`config.mk`:
```
export PLATFORM = sky130hd
export DESIGN_NAME = alu_issue_unit
export DESIGN_NICKNAME = d
export VERILOG_FILES = /design/src/rtl/alu_issue_unit.sv
export SDC_FILE = /design/constraint.sdc
export NUM_CORES = 1
export LEC_CHECK = 0
export ABC_AREA = 1
export BUFFER_PORTS_ARGS = -buffer_cell sky130_fd_sc_hd__clkbuf_2
export CAP_MARGIN = 30
export CORE_ASPECT_RATIO = 1.75
export CORE_MARGIN = 4
export CORE_UTILIZATION = 50
export CTS_BUF_LIST = sky130_fd_sc_hd__clkbuf_8
export CTS_CLUSTER_SIZE = 8
export DETAILED_ROUTE_END_ITERATION = 8
export PLACE_DENSITY = 0.78
export SLEW_MARGIN = 20
export SYNTH_ARGS = -nofsm -noshare
export SYNTH_HDL_FRONTEND = slang
export SYNTH_SLANG_ARGS = --single-unit
```
`constraint.sdc`:
```
create_clock -name clock -period 5.69 [get_ports clock]
set_input_delay 1.138 -clock clock [delete_from_list [all_inputs] [get_ports clock]]
set_output_delay 1.138 -clock clock [all_outputs]
set_load 0.01 [all_outputs]
```
`src/rtl/alu_issue_unit.sv`:
```
// ALU issue unit: accepts one instruction, reads operands, drives the ALU, then writes back or branches.
// Define ALU_OVF_TRAP_EN to turn an overflowing write-class result into an illegal_op trap.
module alu_issue_unit #(
  parameter int DATA_W  = 32,
  parameter int REG_AW  = 5,
  parameter int ALU_LAT = 1
) (
  input  logic              clock,
  input  logic              reset_n,
  input  logic              instr_valid,
  output logic              instr_ready,
  input  logic [31:0]       instr,
  input  logic [DATA_W-1:0] pc_in,
  output logic [REG_AW-1:0] rs_addr,
  output logic [REG_AW-1:0] rt_addr,
  input  logic [DATA_W-1:0] rs_data,
  input  logic [DATA_W-1:0] rt_data,
  output logic [DATA_W-1:0] alu_a,
  output logic [DATA_W-1:0] alu_b,
  output logic [4:0]        alu_opcode,
  input  logic [DATA_W-1:0] alu_out,
  input  logic              alu_zero,
  input  logic              alu_carry,
  input  logic              alu_overflow,
  output logic              wr_en,
  output logic [REG_AW-1:0] wr_addr,
  output logic [DATA_W-1:0] wr_data,
  output logic              br_taken,
  output logic [DATA_W-1:0] br_target,
  output logic              illegal_op,
  output logic [2:0]        flags
);

  typedef enum logic [1:0] {
    S_IDLE = 2'd0,
    S_READ = 2'd1,
    S_EXEC = 2'd2,
    S_WB   = 2'd3
  } state_t;

  function automatic logic [DATA_W-1:0] sext16(input logic [15:0] v);
    return {{(DATA_W-16){v[15]}}, v};
  endfunction

  state_t              state_q, state_d;
  logic [2:0]          cnt_q, cnt_d;
  logic [31:0]         instr_q;
  logic [DATA_W-1:0]   pc_q;
  logic [DATA_W-1:0]   alu_a_q, alu_b_q;
  logic [4:0]          alu_op_q;
  logic                wr_en_q, wr_en_d;
  logic                br_taken_q, br_taken_d;
  logic                illegal_q, illegal_d;
  logic [REG_AW-1:0]   wr_addr_q;
  logic [DATA_W-1:0]   wr_data_q;
  logic [DATA_W-1:0]   br_target_q;
  logic [2:0]          flags_q, flags_d;

  logic [4:0]          op_s;
  logic                imm_sel_s;
  logic [REG_AW-1:0]   rd_s;
  logic [15:0]         imm16_s;
  logic                is_branch_s, is_illegal_s, is_write_s, is_cv_s;
  logic                exec_last_s;

  assign op_s         = instr_q[31:27];
  assign imm_sel_s    = instr_q[26];
  assign rd_s         = REG_AW'(instr_q[25:21]);
  assign imm16_s      = instr_q[15:0];
  assign is_branch_s  = (op_s == 5'b00010) || (op_s == 5'b00111) || (op_s == 5'b01010);
  assign is_illegal_s = (op_s == 5'b01101) || (op_s == 5'b01110) || (op_s == 5'b01111);
  assign is_write_s   = !is_branch_s && !is_illegal_s;
  assign is_cv_s      = (op_s == 5'b00000) || (op_s == 5'b00001) || (op_s == 5'b00011);
  assign exec_last_s  = (state_q == S_EXEC) && (cnt_q == 3'd0);

  // Regfile addresses come straight from the offered word while idle so the sync read lines up with READ.
  assign rs_addr     = (state_q == S_IDLE) ? REG_AW'(instr[20:16]) : REG_AW'(instr_q[20:16]);
  assign rt_addr     = (state_q == S_IDLE) ? REG_AW'(instr[15:11]) : REG_AW'(instr_q[15:11]);
  assign instr_ready = (state_q == S_IDLE);

  assign alu_a      = alu_a_q;
  assign alu_b      = alu_b_q;
  assign alu_opcode = alu_op_q;
  assign wr_en      = wr_en_q;
  assign wr_addr    = wr_addr_q;
  assign wr_data    = wr_data_q;
  assign br_taken   = br_taken_q;
  assign br_target  = br_target_q;
  assign illegal_op = illegal_q;
  assign flags      = flags_q;

  // Next-state logic and EXEC hold-counter.
  always_comb begin
    state_d = state_q;
    cnt_d   = cnt_q;
    case (state_q)
      S_IDLE: begin
        if (instr_valid) begin
          state_d = S_READ;
        end else begin
          state_d = S_IDLE;
        end
      end
      S_READ: begin
        state_d = S_EXEC;
        cnt_d   = 3'(ALU_LAT - 1);
      end
      S_EXEC: begin
        if (cnt_q == 3'd0) begin
          state_d = S_WB;
        end else begin
          cnt_d = cnt_q - 3'd1;
        end
      end
      S_WB: begin
        state_d = S_IDLE;
      end
      default: begin
        state_d = S_IDLE;
        cnt_d   = 3'd0;
      end
    endcase
  end

  // Write-back strobes and flag update, decided from the ALU sample on the last EXEC cycle.
  always_comb begin
    wr_en_d    = 1'b0;
    br_taken_d = 1'b0;
    illegal_d  = 1'b0;
    flags_d    = flags_q;
    if (exec_last_s) begin
      if (is_illegal_s) begin
        illegal_d = 1'b1;
      end else if (is_branch_s) begin
        br_taken_d = alu_zero;
        flags_d[0] = alu_zero;
      end else begin
        flags_d[0] = (alu_out == {DATA_W{1'b0}});
        if (is_cv_s) begin
          flags_d[2:1] = {alu_overflow, alu_carry};
        end else begin
          flags_d[2:1] = flags_q[2:1];
        end
`ifdef ALU_OVF_TRAP_EN
        if (alu_overflow) begin
          illegal_d = 1'b1;
        end else begin
          wr_en_d = (rd_s != {REG_AW{1'b0}});
        end
`else
        wr_en_d = (rd_s != {REG_AW{1'b0}});
`endif
      end
    end else begin
      flags_d = flags_q;
    end
  end

  // Control state.
  always_ff @(posedge clock or negedge reset_n) begin
    if (!reset_n) begin
      state_q <= S_IDLE;
      cnt_q   <= 3'd0;
    end else begin
      state_q <= state_d;
      cnt_q   <= cnt_d;
    end
  end

  // Instruction capture and ALU operand registers.
  always_ff @(posedge clock or negedge reset_n) begin
    if (!reset_n) begin
      instr_q  <= 32'd0;
      pc_q     <= {DATA_W{1'b0}};
      alu_a_q  <= {DATA_W{1'b0}};
      alu_b_q  <= {DATA_W{1'b0}};
      alu_op_q <= 5'd0;
    end else begin
      if ((state_q == S_IDLE) && instr_valid) begin
        instr_q <= instr;
        pc_q    <= pc_in;
      end
      if (state_q == S_READ) begin
        alu_a_q  <= rs_data;
        alu_b_q  <= imm_sel_s ? sext16(imm16_s) : rt_data;
        alu_op_q <= op_s;
      end
    end
  end

  // Registered write-back / branch / trap outputs and flag register.
  always_ff @(posedge clock or negedge reset_n) begin
    if (!reset_n) begin
      wr_en_q     <= 1'b0;
      br_taken_q  <= 1'b0;
      illegal_q   <= 1'b0;
      wr_addr_q   <= {REG_AW{1'b0}};
      wr_data_q   <= {DATA_W{1'b0}};
      br_target_q <= {DATA_W{1'b0}};
      flags_q     <= 3'd0;
    end else begin
      wr_en_q    <= wr_en_d;
      br_taken_q <= br_taken_d;
      illegal_q  <= illegal_d;
      flags_q    <= flags_d;
      if (exec_last_s && is_write_s) begin
        wr_addr_q <= rd_s;
        wr_data_q <= alu_out;
      end
      if (exec_last_s && is_branch_s) begin
        br_target_q <= pc_q + sext16(imm16_s);
      end
    end
  end

endmodule

```
==> flow_summary.rst <==
.. list-table::
   :header-rows: 1

   * - Metric
     - Value
   * - EDFF count, synth
     - 0
   * - Chain of cells forming the critical path
     - inv_1 > ha_1 > nor2_1 > a21oi_1 > clkbuf_2
   * - Fill cell total of the finished layout
     - 1867
   * - Insertion delay of the later-clocked pin in the worst-skew pair
     - 0.52 ns
   * - Pin count of the biggest net entering global routing
     - 108
   * - Layout cell share with drive strength beyond 1
     - 26.5%
   * - Total CTS buffers
     - 35
   * - Area of the placeable core
     - 21100 sq um
   * - Final number of hold-violating endpoints
     - 0
   * - Clock Power Share
     - 14.9%
   * - Hold Path Cell Cnt
     - 2
   * - HPWL reported at the end of detailed placement
     - 23900 um
   * - Status
     - completed
   * - Cell count after placement
     - 1904
   * - H-tree level count
     - 2
   * - Sink count of the clock tree
     - 213
   * - Sequential element share of the synthesized area
     - 49.4%
   * - Yosys warning total
     - 0
   * - Internal power summed over all cells
     - 4.71 mW
   * - Final Skew
     - 0.0169 ns
   * - Height of the die
     - 202 um
   * - Required time worst endpoint
     - 4.55 ns
   * - CP delay by family, top
     - adder cells
   * - Number of buffers inserted by post-CTS setup repair
     - 0
   * - Flops & latches, synth
     - 213
   * - WL per Instance
     - 16.0 um
   * - Setup repair after global routing missed its margin
     - false
   * - Library cell used as clock root buffer
     - sky130_fd_sc_hd__clkbuf_8
   * - Largest fanout on the critical path
     - 23
   * - Depth of the critical timing path with buffers and inverters included
     - 5
   * - FMAX
     - 0.292 GHz
   * - Setup tns final
     - 0 ns
   * - Boundary Pins
     - 321
   * - Reported net switching power
     - 4.07 mW
   * - Total congestion overflow after global routing
     - 0
   * - Clock slew at reported path FFs
     - 0.06 ns
   * - Number of setup violations in the final report
     - 0
   * - Detailed Routing Iterations Pass 1
     - 5
   * - Arrival time worst endpoint
     - 2.29 ns
   * - Sequential power share
     - 31.6%
   * - Critical Path Sink Type
     - primary output
   * - Remaining design rule violation count
     - 0
   * - Vias
     - 9816
   * - Max stage delay on crit path
     - 0.73 ns
   * - Count of nets after finishing
     - 1857
   * - R2R cell count
     - 9
   * - Total Die Area
     - 24100 sq um
   * - Post-synthesis to final-layout area growth
     - 23.3%
   * - Via-to-Cell Ratio
     - 5.01
   * - FP Rows
     - 70
   * - Wire length of the first global-routing pass
     - 50000 um
   * - Total standard cell area after synthesis
     - 10800 sq um
   * - Vias in the first global route
     - 10000
   * - VDD IR-drop max
     - 0.403 mV
   * - Async SR Flop Fraction
     - 100%
   * - Slowest CP cell
     - sky130_fd_sc_hd__ha_1
   * - Power density over cell area
     - 660 nW/um^2
   * - Syn Inst Count
     - 1333
   * - Main flop type after synthesis
     - sky130_fd_sc_hd__dfrtp_1
   * - Syn_nets
     - 1536
   * - Buffer depth of the longest clock path
     - 3
   * - Effective utilization at floorplan
     - 51.1%
   * - Sum of buffers and inverters on the critical path
     - 2
   * - GRT Total Usage
     - 25.8%
   * - Final Wtd Congestion
     - 0.898
   * - Distinct cells, synth
     - 36
   * - Leakage Power
     - 7.56 nW
   * - Classification of the worst-slack hold path
     - flop to flop
   * - TritonCTS clock tree
     - done
   * - Final std cell area, no fill
     - 13300 sq um
   * - Number of antenna violations at the first check in global routing
     - 3
   * - Crit Path Class
     - flop to primary output
   * - Crit path time final
     - 3.43 ns
   * - Post-CTS Hold Buffers
     - 0
   * - Tcrit/Tclk final
     - 60.3%
   * - Quantity of I/O buffers inserted on ports
     - 320
   * - Placed Area
     - 12600 sq um
   * - Final max-slew violation count
     - 0
   * - Post-route non-filler standard cell count
     - 1960
   * - Transition time of the tightest slew-check pin
     - 0.887 ns
   * - Gate power share
     - 53.5%
   * - Post-Route WL
     - 31400 um
   * - Die extent in x
     - 119 um
   * - CTS resizes
     - 0
   * - Antenna-violating nets left
     - 0
   * - Count of maximum capacitance violations
     - 0
   * - Switching share of power
     - 46.3%
   * - Tightest slew margin relative to the limit
     - 40.9%
   * - Post-Syn Area per Cell
     - 8.10 sq um
   * - Starting DRC count in detailed routing
     - 630
   * - Startpoint type of the worst setup path
     - flop
synthesized netlist by cell type (all sizes together), types with 11 or more instances:
| master | count | area, sq um |
|---|---|---|
| a21oi | 56 | 288 |
| buf | 18 | 131 |
| clkbuf | 23 | 86.3 |
| dfrtp | 213 | 5330 |
| ha | 36 | 450 |
| inv | 168 | 636 |
| mux2 | 49 | 552 |
| nand2 | 486 | 1830 |
| nand3 | 46 | 230 |
| nand4 | 11 | 68.8 |
| nor2 | 96 | 384 |
| o21ai | 94 | 515 |
| xnor2 | 13 | 114 |
power groups by stage:
stage / Combinational, mW / Sequential, mW / Clock [mW]
after global routing: 5.27 / 2.86 / 1.40
after CTS: 4.70 / 2.77 / 1.35
after global placement: 4.53 / 2.76 / 0
final: 4.70 / 2.77 / 1.31
after floorplan: 3.01 / 2.88 / 0
after detailed placement: 4.68 / 2.78 / 0
logic make-up (layout without fill, tap and decap cells):
logic type / Yosys count / after routing / synth area share [%]
AOI/OAI and AO/OA: 157 / 157 / 7.90
other: 0 / 2 / 0
buffers and inverters: 209 / 546 / 7.90
muxes: 49 / 49 / 5.11
xor gates and xnor gates: 14 / 14 / 1.14
and+or+nand+nor: 654 / 654 / 24.2
adders and majority gates: 37 / 37 / 4.36
DFF: 213 / 213 / 49.4
per-layer routing:
layer / track usage (%) / vias to the layer above / share of wire (%)
met5: 0 / - / 0.038
met3: 4.90 / 98 / 6.2
met1: 28.9 / 4542 / 37
li1: - / 4830 / -
met4: 12.6 / 2 / 5.2
met2: 46.6 / 344 / 52
registers in the layout, indices dropped and copies added, names as in the netlist, 5 cells and up:
name        count
alu_b          32
instr_q        32
pc_q           32
wr_data        32
alu_opcode      5
br_target      32
alu_a          32
wr_addr         5
worst register-to-register path, stage by stage (launching register included):
cell and delay [ns]:
sky130_fd_sc_hd__dfrtp_1 0.91, sky130_fd_sc_hd__ha_1 0.43, sky130_fd_sc_hd__nand2_1 0.16, sky130_fd_sc_hd__inv_1 0.05
sky130_fd_sc_hd__a21oi_1 0.15, sky130_fd_sc_hd__nand2_1 0.11, sky130_fd_sc_hd__a21oi_1 0.28, sky130_fd_sc_hd__nand3_1 0.13
sky130_fd_sc_hd__nand3_1 0.11, sky130_fd_sc_hd__nand2_1 0.05
final timing paths:
check	from	endpoint	slack [ns]
max	state_q[1]$_DFFE_PN0P_	rt_addr[4]	2.26
min	alu_a[10]$_DFFE_PN0N_	alu_a[10]$_DFFE_PN0N_	0.47
max reg2reg	instr_q[15]$_DFFE_PN0P_	br_target[29]$_DFFE_PN0P_	3.20
min reg2reg	alu_a[10]$_DFFE_PN0N_	alu_a[10]$_DFFE_PN0N_	0.47
max in group asynchronous	reset_n	br_target[28]$_DFFE_PN0P_	3.87
min in group asynchronous	reset_n	alu_a[29]$_DFFE_PN0N_	0.73
through the flow:
| step | worst slack (ns) | total power [mW] | util (%) | hold slack [ns] |
|---|---|---|---|---|
| detailed placement | 2.81 | 7.46 | 59.8 | 0.457 |
| CTS | 2.25 | 8.82 | 62.9 | 0.472 |
| floorplan | 3.16 | 5.89 | - | 0.454 |
| global route | 2.11 | 9.53 | 63.0 | 0.487 |
| global placement | 2.87 | 7.29 | 59.7 | 0.452 |
| finish | 2.26 | 8.78 | 63.0 | 0.469 |
cell type report:
cell class	instances	area [sq um]	area share (%)
repair buffers	325	1700	12.8
clock buffers	39	537	4.03
well taps	288	360	2.71
clock inverters	14	115	0.865
inverters	168	636	4.78
diodes	2	5.00	0.0376
flip-flops and latches	213	5330	40.1
multi-input cells	911	4620	34.7
cell usage in the layout (no fill, tap or decap), drive strengths merged:
cell      n
buf       5
nor4      4
inv     178
o21ai    94
o22ai     2
xor2      1
bufinv    2
o21bai    3
clkbuf  359
a21o      1
nand2   486
nor2     96
mux2     49
a21oi    56
nand3    46
xnor2    13
clkinv    2
and2      1
dfrtp   213
o211ai    1
ha       36
fa        1
nor3      5
nand3b    5
diode     2
nand4    11
Power figures use the tool's default switching activity.
